## src/rtl/ahb3lite_pkg.sv

```systemverilog
// AHB3-Lite bus encodings shared across the SDRAM controller.
package ahb3lite_pkg;

    localparam logic [2:0] HSIZE_B8    = 3'b000;
    localparam logic [2:0] HSIZE_B16   = 3'b001;
    localparam logic [2:0] HSIZE_B32   = 3'b010;
    localparam logic [2:0] HSIZE_B64   = 3'b011;
    localparam logic [2:0] HSIZE_B128  = 3'b100;
    localparam logic [2:0] HSIZE_B256  = 3'b101;
    localparam logic [2:0] HSIZE_B512  = 3'b110;
    localparam logic [2:0] HSIZE_B1024 = 3'b111;

endpackage

```

## src/rtl/ahb3lite_sdram_ctrl_pkg.sv

```systemverilog
// Types and helpers shared by the SDRAM controller blocks (write buffer FSM,
// byte-enable decode, line geometry).
package ahb3lite_sdram_ctrl_pkg;

    import ahb3lite_pkg::*;

    typedef enum logic [1:0] {
        WBUF_IDLE = 2'd0,
        WBUF_FILL = 2'd1,
        WBUF_REQ  = 2'd2,
        WBUF_DATA = 2'd3
    } wbuf_state_t;

    // log2 of the line size in bytes (burst words * bytes per word)
    function automatic int wbuf_line_lsb(input int burst_size, input int hdata_size);
        return $clog2(burst_size * hdata_size / 8);
    endfunction

    localparam int WBUF_LINE_LSB = wbuf_line_lsb(8, 32);

    // Little-endian byte enables for an access of size hsize at byte offset addr_lsbs.
    function automatic logic [7:0] hsize2be(input logic [2:0] hsize, input logic [2:0] addr_lsbs);
        logic [7:0] mask;
        case (hsize)
            HSIZE_B8:  mask = 8'h01;
            HSIZE_B16: mask = 8'h03;
            HSIZE_B32: mask = 8'h0f;
            default:   mask = 8'hff;
        endcase
        return mask << addr_lsbs;
    endfunction

endpackage

```

## src/rtl/ahb3lite_sdram_wbuf_if.sv

```systemverilog
// Signal bundle between the write buffer, the AHB front-end and the SDRAM scheduler.
interface ahb3lite_sdram_wbuf_if
    import ahb3lite_sdram_ctrl_pkg::*;
#(
    parameter int HADDR_SIZE   = 20,
    parameter int HDATA_SIZE   = 32,
    parameter int TIMEOUT_SIZE = 8
);
    // Handshakes: wr_req_i and its address/size/data stay stable until the cycle
    // wr_ack_o is high (transfer on that edge); sdr_req_o and sdr_addr_o stay stable
    // until sdr_ack_i; each cycle with sdr_rdy_i high consumes the presented word.
    logic                      wr_req_i;
    logic [HADDR_SIZE-1:0]     wr_addr_i;
    logic [2:0]                wr_size_i;
    logic [HDATA_SIZE-1:0]     wr_data_i;
    logic                      wr_ack_o;
    logic                      rd_req_i;
    logic [HADDR_SIZE-1:0]     rd_addr_i;
    logic                      rd_hold_o;
    logic                      flush_i;
    logic [TIMEOUT_SIZE-1:0]   timeout_i;
    logic                      sdr_req_o;
    logic                      sdr_ack_i;
    logic [HADDR_SIZE-1:0]     sdr_addr_o;
    logic                      sdr_rdy_i;
    logic [HDATA_SIZE-1:0]     sdr_data_o;
    logic [HDATA_SIZE/8-1:0]   sdr_dm_o;
    logic                      sdr_last_o;
    logic                      empty_o;
    wbuf_state_t               dbg_state_o;

    modport slave (
        input  wr_req_i, wr_addr_i, wr_size_i, wr_data_i, rd_req_i, rd_addr_i,
               flush_i, timeout_i, sdr_ack_i, sdr_rdy_i,
        output wr_ack_o, rd_hold_o, sdr_req_o, sdr_addr_o, sdr_data_o, sdr_dm_o,
               sdr_last_o, empty_o, dbg_state_o
    );

    modport master (
        output wr_req_i, wr_addr_i, wr_size_i, wr_data_i, rd_req_i, rd_addr_i,
               flush_i, timeout_i, sdr_ack_i, sdr_rdy_i,
        input  wr_ack_o, rd_hold_o, sdr_req_o, sdr_addr_o, sdr_data_o, sdr_dm_o,
               sdr_last_o, empty_o, dbg_state_o
    );

endinterface

```

## src/rtl/ahb3lite_sdram_wbuf_mem.sv

```systemverilog
// Line data storage: one word per burst beat, per-byte write enables, async read.
module ahb3lite_sdram_wbuf_mem #(
    parameter int  HDATA_SIZE = 32,
    parameter int  BURST_SIZE = 8,
    localparam int NB         = HDATA_SIZE / 8,
    localparam int PTR_W      = (BURST_SIZE > 1) ? $clog2(BURST_SIZE) : 1
) (
    input  logic                  clk,
    input  logic [NB-1:0]         we_i,
    input  logic [PTR_W-1:0]      waddr_i,
    input  logic [HDATA_SIZE-1:0] wdata_i,
    input  logic [PTR_W-1:0]      raddr_i,
    output logic [HDATA_SIZE-1:0] rdata_o
);

    // No reset: validity is tracked by the byte enables in the parent.
    logic [HDATA_SIZE-1:0] mem_q [BURST_SIZE];

    always_ff @(posedge clk) begin
        for (int b = 0; b < NB; b++) begin
            if (we_i[b]) begin
                mem_q[waddr_i][8*b +: 8] <= wdata_i[8*b +: 8];
            end
        end
    end

    assign rdata_o = mem_q[raddr_i];

endmodule

```

## src/rtl/ahb3lite_sdram_wbuf.sv

```systemverilog
// Write-combining buffer: merges AHB writes into one SDRAM line and drains it
// to the command scheduler as a single masked burst write.
module ahb3lite_sdram_wbuf
    import ahb3lite_sdram_ctrl_pkg::*;
#(
    parameter int HADDR_SIZE   = 20,
    parameter int HDATA_SIZE   = 32,
    parameter int BURST_SIZE   = 8,
    parameter int TIMEOUT_SIZE = 8
) (
    input logic                   PRESETn,
    input logic                   HCLK,
    ahb3lite_sdram_wbuf_if.slave  bus
);

    localparam int NB       = HDATA_SIZE / 8;
    localparam int BOFF_W   = $clog2(NB);
    localparam int LINE_LSB = wbuf_line_lsb(BURST_SIZE, HDATA_SIZE);
    localparam int PTR_W    = (BURST_SIZE > 1) ? $clog2(BURST_SIZE) : 1;
    localparam int BE_W     = BURST_SIZE * NB;

    localparam logic [PTR_W-1:0]      PTR_LAST  = PTR_W'(BURST_SIZE - 1);
    localparam logic [HADDR_SIZE-1:0] LINE_MASK =
        ~((HADDR_SIZE'(1) << LINE_LSB) - HADDR_SIZE'(1));

    function automatic logic [PTR_W-1:0] word_idx(input logic [HADDR_SIZE-1:0] a);
        logic [HADDR_SIZE-1:0] s;
        s = (a >> BOFF_W) & HADDR_SIZE'(BURST_SIZE - 1);
        return s[PTR_W-1:0];
    endfunction

    wbuf_state_t             state_q, state_d;
    logic [HADDR_SIZE-1:0]   base_q, base_d;
    logic [BE_W-1:0]         be_q, be_d;
    logic [PTR_W-1:0]        ptr_q, ptr_d;
    logic [TIMEOUT_SIZE-1:0] cnt_q, cnt_d;

    logic                  wr_ack;
    logic [NB-1:0]         mem_we;
    logic [NB-1:0]         wr_be;
    logic [NB-1:0]         cur_be;
    logic [PTR_W-1:0]      wr_idx;
    logic [HDATA_SIZE-1:0] mem_rdata;
    logic                  wr_hit;
    logic                  rd_hit;
    logic                  line_full;
    logic                  timeout_hit;

    assign wr_be       = NB'(hsize2be(bus.wr_size_i, 3'(bus.wr_addr_i[BOFF_W-1:0])));
    assign wr_idx      = word_idx(bus.wr_addr_i);
    assign wr_hit      = (bus.wr_addr_i & LINE_MASK) == base_q;
    assign rd_hit      = (bus.rd_addr_i & LINE_MASK) == base_q;
    assign line_full   = &be_q;
    assign timeout_hit = (bus.timeout_i != '0) && (cnt_q == bus.timeout_i);
    assign cur_be      = be_q[ptr_q*NB +: NB];

    always_comb begin
        state_d = state_q;
        base_d  = base_q;
        be_d    = be_q;
        ptr_d   = ptr_q;
        cnt_d   = cnt_q;
        wr_ack  = 1'b0;
        mem_we  = '0;

        case (state_q)
            WBUF_IDLE: begin
                cnt_d = '0;
                ptr_d = '0;
                if (bus.wr_req_i) begin
                    wr_ack                   = 1'b1;
                    mem_we                   = wr_be;
                    base_d                   = bus.wr_addr_i & LINE_MASK;
                    be_d[wr_idx*NB +: NB]    = be_q[wr_idx*NB +: NB] | wr_be;
                    state_d                  = WBUF_FILL;
                end
            end

            WBUF_FILL: begin
                // A same-line write always wins; any pending trigger is taken after it.
                if (bus.wr_req_i && wr_hit) begin
                    wr_ack                = 1'b1;
                    mem_we                = wr_be;
                    be_d[wr_idx*NB +: NB] = be_q[wr_idx*NB +: NB] | wr_be;
                    cnt_d                 = '0;
                    if (bus.flush_i || (bus.rd_req_i && rd_hit)) begin
                        state_d = WBUF_REQ;
                    end
                end else if (bus.wr_req_i || line_full || bus.flush_i ||
                             (bus.rd_req_i && rd_hit) || timeout_hit) begin
                    state_d = WBUF_REQ;
                end else if (cnt_q != '1) begin
                    cnt_d = cnt_q + 1'b1;
                end
            end

            WBUF_REQ: begin
                if (bus.sdr_ack_i) begin
                    ptr_d   = '0;
                    state_d = WBUF_DATA;
                end
            end

            WBUF_DATA: begin
                if (bus.sdr_rdy_i) begin
                    if (ptr_q == PTR_LAST) begin
                        ptr_d   = '0;
                        be_d    = '0;
                        state_d = WBUF_IDLE;
                    end else begin
                        ptr_d = ptr_q + 1'b1;
                    end
                end
            end

            default: state_d = WBUF_IDLE;
        endcase
    end

    always_ff @(posedge HCLK or posedge PRESETn) begin
        if (PRESETn) begin
            state_q <= WBUF_IDLE;
            base_q  <= '0;
            be_q    <= '0;
            ptr_q   <= '0;
            cnt_q   <= '0;
        end else begin
            state_q <= state_d;
            base_q  <= base_d;
            be_q    <= be_d;
            ptr_q   <= ptr_d;
            cnt_q   <= cnt_d;
        end
    end

    ahb3lite_sdram_wbuf_mem #(
        .HDATA_SIZE (HDATA_SIZE),
        .BURST_SIZE (BURST_SIZE)
    ) u_mem (
        .clk     (HCLK),
        .we_i    (mem_we),
        .waddr_i (wr_idx),
        .wdata_i (bus.wr_data_i),
        .raddr_i (ptr_q),
        .rdata_o (mem_rdata)
    );

    // Data/mask are forced to idle values outside DATA so reset never exposes stale RAM.
    assign bus.wr_ack_o    = wr_ack;
    assign bus.rd_hold_o   = bus.rd_req_i &&
                             (((state_q == WBUF_FILL) && rd_hit) ||
                              (state_q == WBUF_REQ) || (state_q == WBUF_DATA));
    assign bus.sdr_req_o   = (state_q == WBUF_REQ);
    assign bus.sdr_addr_o  = base_q;
    assign bus.sdr_data_o  = (state_q == WBUF_DATA) ? mem_rdata : '0;
    assign bus.sdr_dm_o    = (state_q == WBUF_DATA) ? ~cur_be : '1;
    assign bus.sdr_last_o  = (state_q == WBUF_DATA) && (ptr_q == PTR_LAST);
    assign bus.empty_o     = (state_q == WBUF_IDLE);
    assign bus.dbg_state_o = state_q;

endmodule

```

## src/flat_wrapper.sv

```systemverilog
// flat-port wrapper written by rule: the top's interface ports become plain ports
module ahb3lite_sdram_wbuf_flat import ahb3lite_sdram_ctrl_pkg::*;
#(
    parameter int HADDR_SIZE   = 20,
    parameter int HDATA_SIZE   = 32,
    parameter int BURST_SIZE   = 8,
    parameter int TIMEOUT_SIZE = 8
)
  (PRESETn, HCLK, bus_wr_req_i, bus_wr_addr_i, bus_wr_size_i, bus_wr_data_i, bus_rd_req_i, bus_rd_addr_i, bus_flush_i, bus_timeout_i, bus_sdr_ack_i, bus_sdr_rdy_i, bus_wr_ack_o, bus_rd_hold_o, bus_sdr_req_o, bus_sdr_addr_o, bus_sdr_data_o, bus_sdr_dm_o, bus_sdr_last_o, bus_empty_o, bus_dbg_state_o);
  ahb3lite_sdram_wbuf_if #(.HADDR_SIZE(HADDR_SIZE), .HDATA_SIZE(HDATA_SIZE), .TIMEOUT_SIZE(TIMEOUT_SIZE)) bus_i ();
  input logic PRESETn;
  input logic HCLK;
  input wire logic [$bits(bus_i.wr_req_i)-1:0] bus_wr_req_i;
  input wire logic [$bits(bus_i.wr_addr_i)-1:0] bus_wr_addr_i;
  input wire logic [$bits(bus_i.wr_size_i)-1:0] bus_wr_size_i;
  input wire logic [$bits(bus_i.wr_data_i)-1:0] bus_wr_data_i;
  input wire logic [$bits(bus_i.rd_req_i)-1:0] bus_rd_req_i;
  input wire logic [$bits(bus_i.rd_addr_i)-1:0] bus_rd_addr_i;
  input wire logic [$bits(bus_i.flush_i)-1:0] bus_flush_i;
  input wire logic [$bits(bus_i.timeout_i)-1:0] bus_timeout_i;
  input wire logic [$bits(bus_i.sdr_ack_i)-1:0] bus_sdr_ack_i;
  input wire logic [$bits(bus_i.sdr_rdy_i)-1:0] bus_sdr_rdy_i;
  output wire logic [$bits(bus_i.wr_ack_o)-1:0] bus_wr_ack_o;
  output wire logic [$bits(bus_i.rd_hold_o)-1:0] bus_rd_hold_o;
  output wire logic [$bits(bus_i.sdr_req_o)-1:0] bus_sdr_req_o;
  output wire logic [$bits(bus_i.sdr_addr_o)-1:0] bus_sdr_addr_o;
  output wire logic [$bits(bus_i.sdr_data_o)-1:0] bus_sdr_data_o;
  output wire logic [$bits(bus_i.sdr_dm_o)-1:0] bus_sdr_dm_o;
  output wire logic [$bits(bus_i.sdr_last_o)-1:0] bus_sdr_last_o;
  output wire logic [$bits(bus_i.empty_o)-1:0] bus_empty_o;
  output wire logic [$bits(bus_i.dbg_state_o)-1:0] bus_dbg_state_o;
  assign bus_i.wr_req_i = bus_wr_req_i;
  assign bus_i.wr_addr_i = bus_wr_addr_i;
  assign bus_i.wr_size_i = bus_wr_size_i;
  assign bus_i.wr_data_i = bus_wr_data_i;
  assign bus_i.rd_req_i = bus_rd_req_i;
  assign bus_i.rd_addr_i = bus_rd_addr_i;
  assign bus_i.flush_i = bus_flush_i;
  assign bus_i.timeout_i = bus_timeout_i;
  assign bus_i.sdr_ack_i = bus_sdr_ack_i;
  assign bus_i.sdr_rdy_i = bus_sdr_rdy_i;
  assign bus_wr_ack_o = bus_i.wr_ack_o;
  assign bus_rd_hold_o = bus_i.rd_hold_o;
  assign bus_sdr_req_o = bus_i.sdr_req_o;
  assign bus_sdr_addr_o = bus_i.sdr_addr_o;
  assign bus_sdr_data_o = bus_i.sdr_data_o;
  assign bus_sdr_dm_o = bus_i.sdr_dm_o;
  assign bus_sdr_last_o = bus_i.sdr_last_o;
  assign bus_empty_o = bus_i.empty_o;
  assign bus_dbg_state_o = bus_i.dbg_state_o;
  ahb3lite_sdram_wbuf #(.HADDR_SIZE(HADDR_SIZE), .HDATA_SIZE(HDATA_SIZE), .BURST_SIZE(BURST_SIZE), .TIMEOUT_SIZE(TIMEOUT_SIZE)) u_core (.PRESETn(PRESETn), .HCLK(HCLK), .bus(bus_i));
endmodule
```

## config.mk

```make
export PLATFORM = sky130hd
export DESIGN_NAME = ahb3lite_sdram_wbuf_flat
export DESIGN_NICKNAME = d
export VERILOG_FILES = /design/src/rtl/ahb3lite_pkg.sv /design/src/rtl/ahb3lite_sdram_ctrl_pkg.sv /design/src/rtl/ahb3lite_sdram_wbuf_if.sv /design/src/rtl/ahb3lite_sdram_wbuf_mem.sv /design/src/rtl/ahb3lite_sdram_wbuf.sv /design/src/flat_wrapper.sv
export SDC_FILE = /design/constraint.sdc
export NUM_CORES = 1
export LEC_CHECK = 0
export ABC_AREA = 1
export BUFFER_PORTS_ARGS = -buffer_cell sky130_fd_sc_hd__buf_4
export CORE_ASPECT_RATIO = 1.1
export CORE_MARGIN = 8
export CORE_UTILIZATION = 40
export CTS_CLUSTER_SIZE = 16
export DETAILED_ROUTE_END_ITERATION = 7
export GPL_ROUTABILITY_DRIVEN = 0
export PLACE_DENSITY = 0.58
export SYNTH_ARGS = -nofsm -noshare
export SYNTH_HDL_FRONTEND = slang
export SYNTH_HIERARCHICAL = 1
export SYNTH_SLANG_ARGS = --single-unit
```

## constraint.sdc

```tcl
create_clock -name HCLK -period 2.5 [get_ports HCLK]
set_clock_uncertainty 0.2 [all_clocks]
set_input_delay 0.375 -clock HCLK [delete_from_list [all_inputs] [get_ports HCLK]]
set_output_delay 0.375 -clock HCLK [all_outputs]
set_load 0.01 [all_outputs]
```

==> results.md <==
* Nature of the critical path startpoint: flip-flop
* Global route overflow at 0
* Global-route usage over all layers at 18.8%
* Finished layout cell area at 21300 sq um
* Hold WC Path Type: primary input to flip-flop
* Critical path type: flip-flop to primary output
* Hold_ws at 0.0682 ns
* Antenna Nets Post-Route at 0
* Area after DPL at 18200 sq um
* Synthesized instance count at 1964
* Number of warnings issued by yosys at 6
* Worst slew margin relative to its limit at 62.1%
* Core Region at 40100 sq um
* Total of endpoints with negative setup slack in the final report at 37
* Via count of the first global-routing pass at 13300
* PwrDens at 922 nW/um^2
* Die boundary width at 208 microns
* Final worst path period need at 2.71 ns
* Worst Max-Slew Pin Slew at 0.569 ns
* WL per Instance at 16.4 microns
* Number of fill cells in the layout at 3677
* CTS Buf Count at 37
* Area added between synthesis and finish at 31.0%
* Average instance area after synthesis at 8.27 sq um
* Required @ worst endpoint at 1.92 ns
* Placement Rows at 77
* Sequential element share of the synthesized area at 56.6%
* Distinct cell type count after synthesis at 36
* Clock-pin slew on the worst setup and hold paths at 0.06 ns
* Cell breakdown of the critical path: buf_6 > clkinvlp_4 > buf_4 > o21ai_4 > o21ai_2 > o211ai_1 > buf_4
* Detailed-placement wirelength estimate at 29200 microns
* TritonCTS clock tree: yes
* Crit path arrival time at 2.13 ns
* Top-area cell type share of the netlist area at 47.3%
* Sinks on Clock Net at 316
* Crit Path Max Fanout at 6
* Via total after detailed routing at 13400
* Count of state elements after synthesis at 316
* Die Span Y at 227 microns
* Worst setup EP type: primary output
* Top post-synthesis cells by area: sky130_fd_sc_hd__edfxtp_1 47%, sky130_fd_sc_hd__nand2_1 16%, sky130_fd_sc_hd__dfrtp_1 9.2%
* Run status: finished with violations
* Initial core utilization at 40.5%
* Worst IR drop on VDD at 492 uV
* Number of diodes added for antenna fixing at 0
* Total detailed-routing wirelength at 46000 microns
* RSZ-0062 raised after global routing: yes
* Total I/O pin count at 153
* Net count reported at finish at 2364
* Slowest Stage Delay on Critical Path at 0.50 ns
* Final count of hold timing violations at 0
* Antenna violations before repair at 0
* Iteration-0 DRC Markers at 778
* Master of the slowest instance on the critical path: sky130_fd_sc_hd__dfrtp_4
* Maximum frequency from static timing analysis at 370 MHz
* Largest net degree at the start of global routing at 61
* Tcrit/Tclk final at 108%
* Count of max-cap constraint violations at 0
* Cell taking the most area after synthesis: sky130_fd_sc_hd__edfxtp_1
* First-pass GRT wire length at 70500 microns
* Vias/cell at 4.78
* Fraction of layout instances using a drive strength above 1 at 20.3%
* Most numerous cell on the critical path: sky130_fd_sc_hd__buf_4
* # DRC at 0
* Max-slew violations at 0
* Port Buffer Count at 142
* Setup WS post-layout at -0.206 ns
* Worst-skew pair later-pin latency at 0.53 ns
* Pleak at 10.3 nW
* Number of detailed-routing iterations run before antenna repair at 5
* Largest buffer count on any clock path at 3
* Root Driver: sky130_fd_sc_hd__clkbuf_16
* H-tree Lvls at 2
* Die area at 47300 sq um
* Violated checks: setup timing
* Post-synth design cell area at 16200 sq um
## worst max-delay path, delay by kind of cell, from the launching register on
kind	cells	cell delay, ns
DFF	1	0.50
AOI/OAI and AO/OA	3	0.46
buffers and inverters	4	0.65
## sequential cells by signal, summed over array words and instances (netlist names)
name and count:
u_core/bus.sdr_addr_o 15, u_core/u_mem/mem_q 256, u_core/cnt_q 8, u_core/bus.dbg_state_o 2
u_core/ptr_q 3, u_core/be_q 32
## report_power, final
group / total (mW) / switching, mW / internal, mW
registers: 6.50 / 0.409 / 6.10
logic: 8.03 / 4.58 / 3.45
clock network: 5.08 / 2.13 / 2.95
total: 19.6 / 7.12 / 12.5
## area by class of cell
type                       instances  area [sq um]  share of cell area, %
tap                              513           642                   3.02
clock inverter                    24           189                  0.889
timing repair buffer             331          3230                   15.2
sequential                       316          9200                   43.3
inverter                         391          1530                   7.17
timing repair inverter             4          46.3                  0.218
clock buffer                      43           948                   4.46
multi-input combinational       1184          5480                   25.8
## kinds of logic (layout without fill, tap and decap cells)
family | count (synthesis) | after routing | synth area share (%)
fa+ha+maj | 9 | 9 | 0.694
other cells | 1 | 5 | 0.0231
xor+xnor | 18 | 18 | 0.971
simple gates | 1058 | 1058 | 26.7
buf+inv | 468 | 793 | 11.9
flops | 316 | 316 | 56.6
compound gates | 94 | 94 | 3.10
## routing by layer
metal	part of all wire, %	routed length, microns	vias up	global-route usage (%)
li1	-	-	6695	-
met1	40	18600	6145	22.8
met2	50	22900	476	33.0
met3	7.3	3340	93	4.16
met4	2.6	1180	0	6.60
met5	0	0	-	0
## what timing repair did
item / 4_1_cts / 5_1_grt
setup endpoints to repair: 90 / 327
resized for setup: 70 / 146
hold buffers: 49 / 0
buffers inserted: 22 / 27
gates cloned: 9 / 9
endpoints found under the hold margin: 332 / 0
pin swaps: 16 / 53
## through the flow
step | util (%) | instances | power, mW | TNS (ns) | setup WS [ns]
floorplan | - | 1968 | 10.4 | 0 | 0.157
global placement | 45.5 | 2628 | 12.4 | -0.871 | -0.0347
detailed placement | 45.5 | 2628 | 12.5 | -6.76 | -0.0738
CTS | 51.0 | 2774 | 18.6 | -9.24 | -0.271
global route | 53.1 | 2806 | 20.8 | -10.62 | -0.293
finish | 53.1 | 2806 | 19.6 | -5.40 | -0.206
## synthesized netlist by cell type, drive strengths merged
master / count
edfxtp: 256
o21ai: 60
o211ai: 8
dfrtp: 60
nor3: 19
clkinv: 1
conb: 1
buf: 57
xnor2: 4
xor2: 14
a31oi: 1
inv: 390
nor4: 1
nor2: 128
or2: 1
nor3b: 1
nand3: 204
nand4: 5
nand2: 698
and2: 1
a21oi: 24
clkbuf: 20
o221ai: 1
ha: 9
## cell usage in the layout (no fill, tap or decap), types with 7 or more instances in the layout
cell,n
sky130_fd_sc_hd__clkinv_1,8
sky130_fd_sc_hd__a21oi_1,17
sky130_fd_sc_hd__buf_6,39
sky130_fd_sc_hd__edfxtp_1,256
sky130_fd_sc_hd__nor2_2,24
sky130_fd_sc_hd__dfrtp_1,54
sky130_fd_sc_hd__xor2_1,12
sky130_fd_sc_hd__buf_4,214
sky130_fd_sc_hd__nand2_1,663
sky130_fd_sc_hd__nand2_2,30
sky130_fd_sc_hd__o21ai_1,14
sky130_fd_sc_hd__clkinv_2,7
sky130_fd_sc_hd__buf_12,9
sky130_fd_sc_hd__o211ai_1,8
sky130_fd_sc_hd__buf_16,10
sky130_fd_sc_hd__nor3_1,15
sky130_fd_sc_hd__nor2_4,8
sky130_fd_sc_hd__inv_1,367
sky130_fd_sc_hd__inv_2,16
sky130_fd_sc_hd__o21ai_0,40
sky130_fd_sc_hd__nand3_1,198
sky130_fd_sc_hd__nor2_1,95
sky130_fd_sc_hd__clkbuf_16,43
sky130_fd_sc_hd__dlygate4sd3_1,45
## worst paths after layout
check,end,slack [ns],cells after the start,startpoint
min,u_core/bus.dbg_state_o[0],0.07,5,bus_flush_i
max in group asynchronous,u_core/be_q[31],1.52,4,PRESETn
max,bus_sdr_dm_o[2],-0.21,7,u_core/ptr_q[0]
max reg2reg,u_core/be_q[16],0.06,14,u_core/ptr_q[0]
min in group asynchronous,u_core/bus.sdr_addr_o[18],0.25,4,PRESETn
min reg2reg,u_core/be_q[27],0.27,2,u_core/be_q[27]
(Power assumes the default switching activity.)
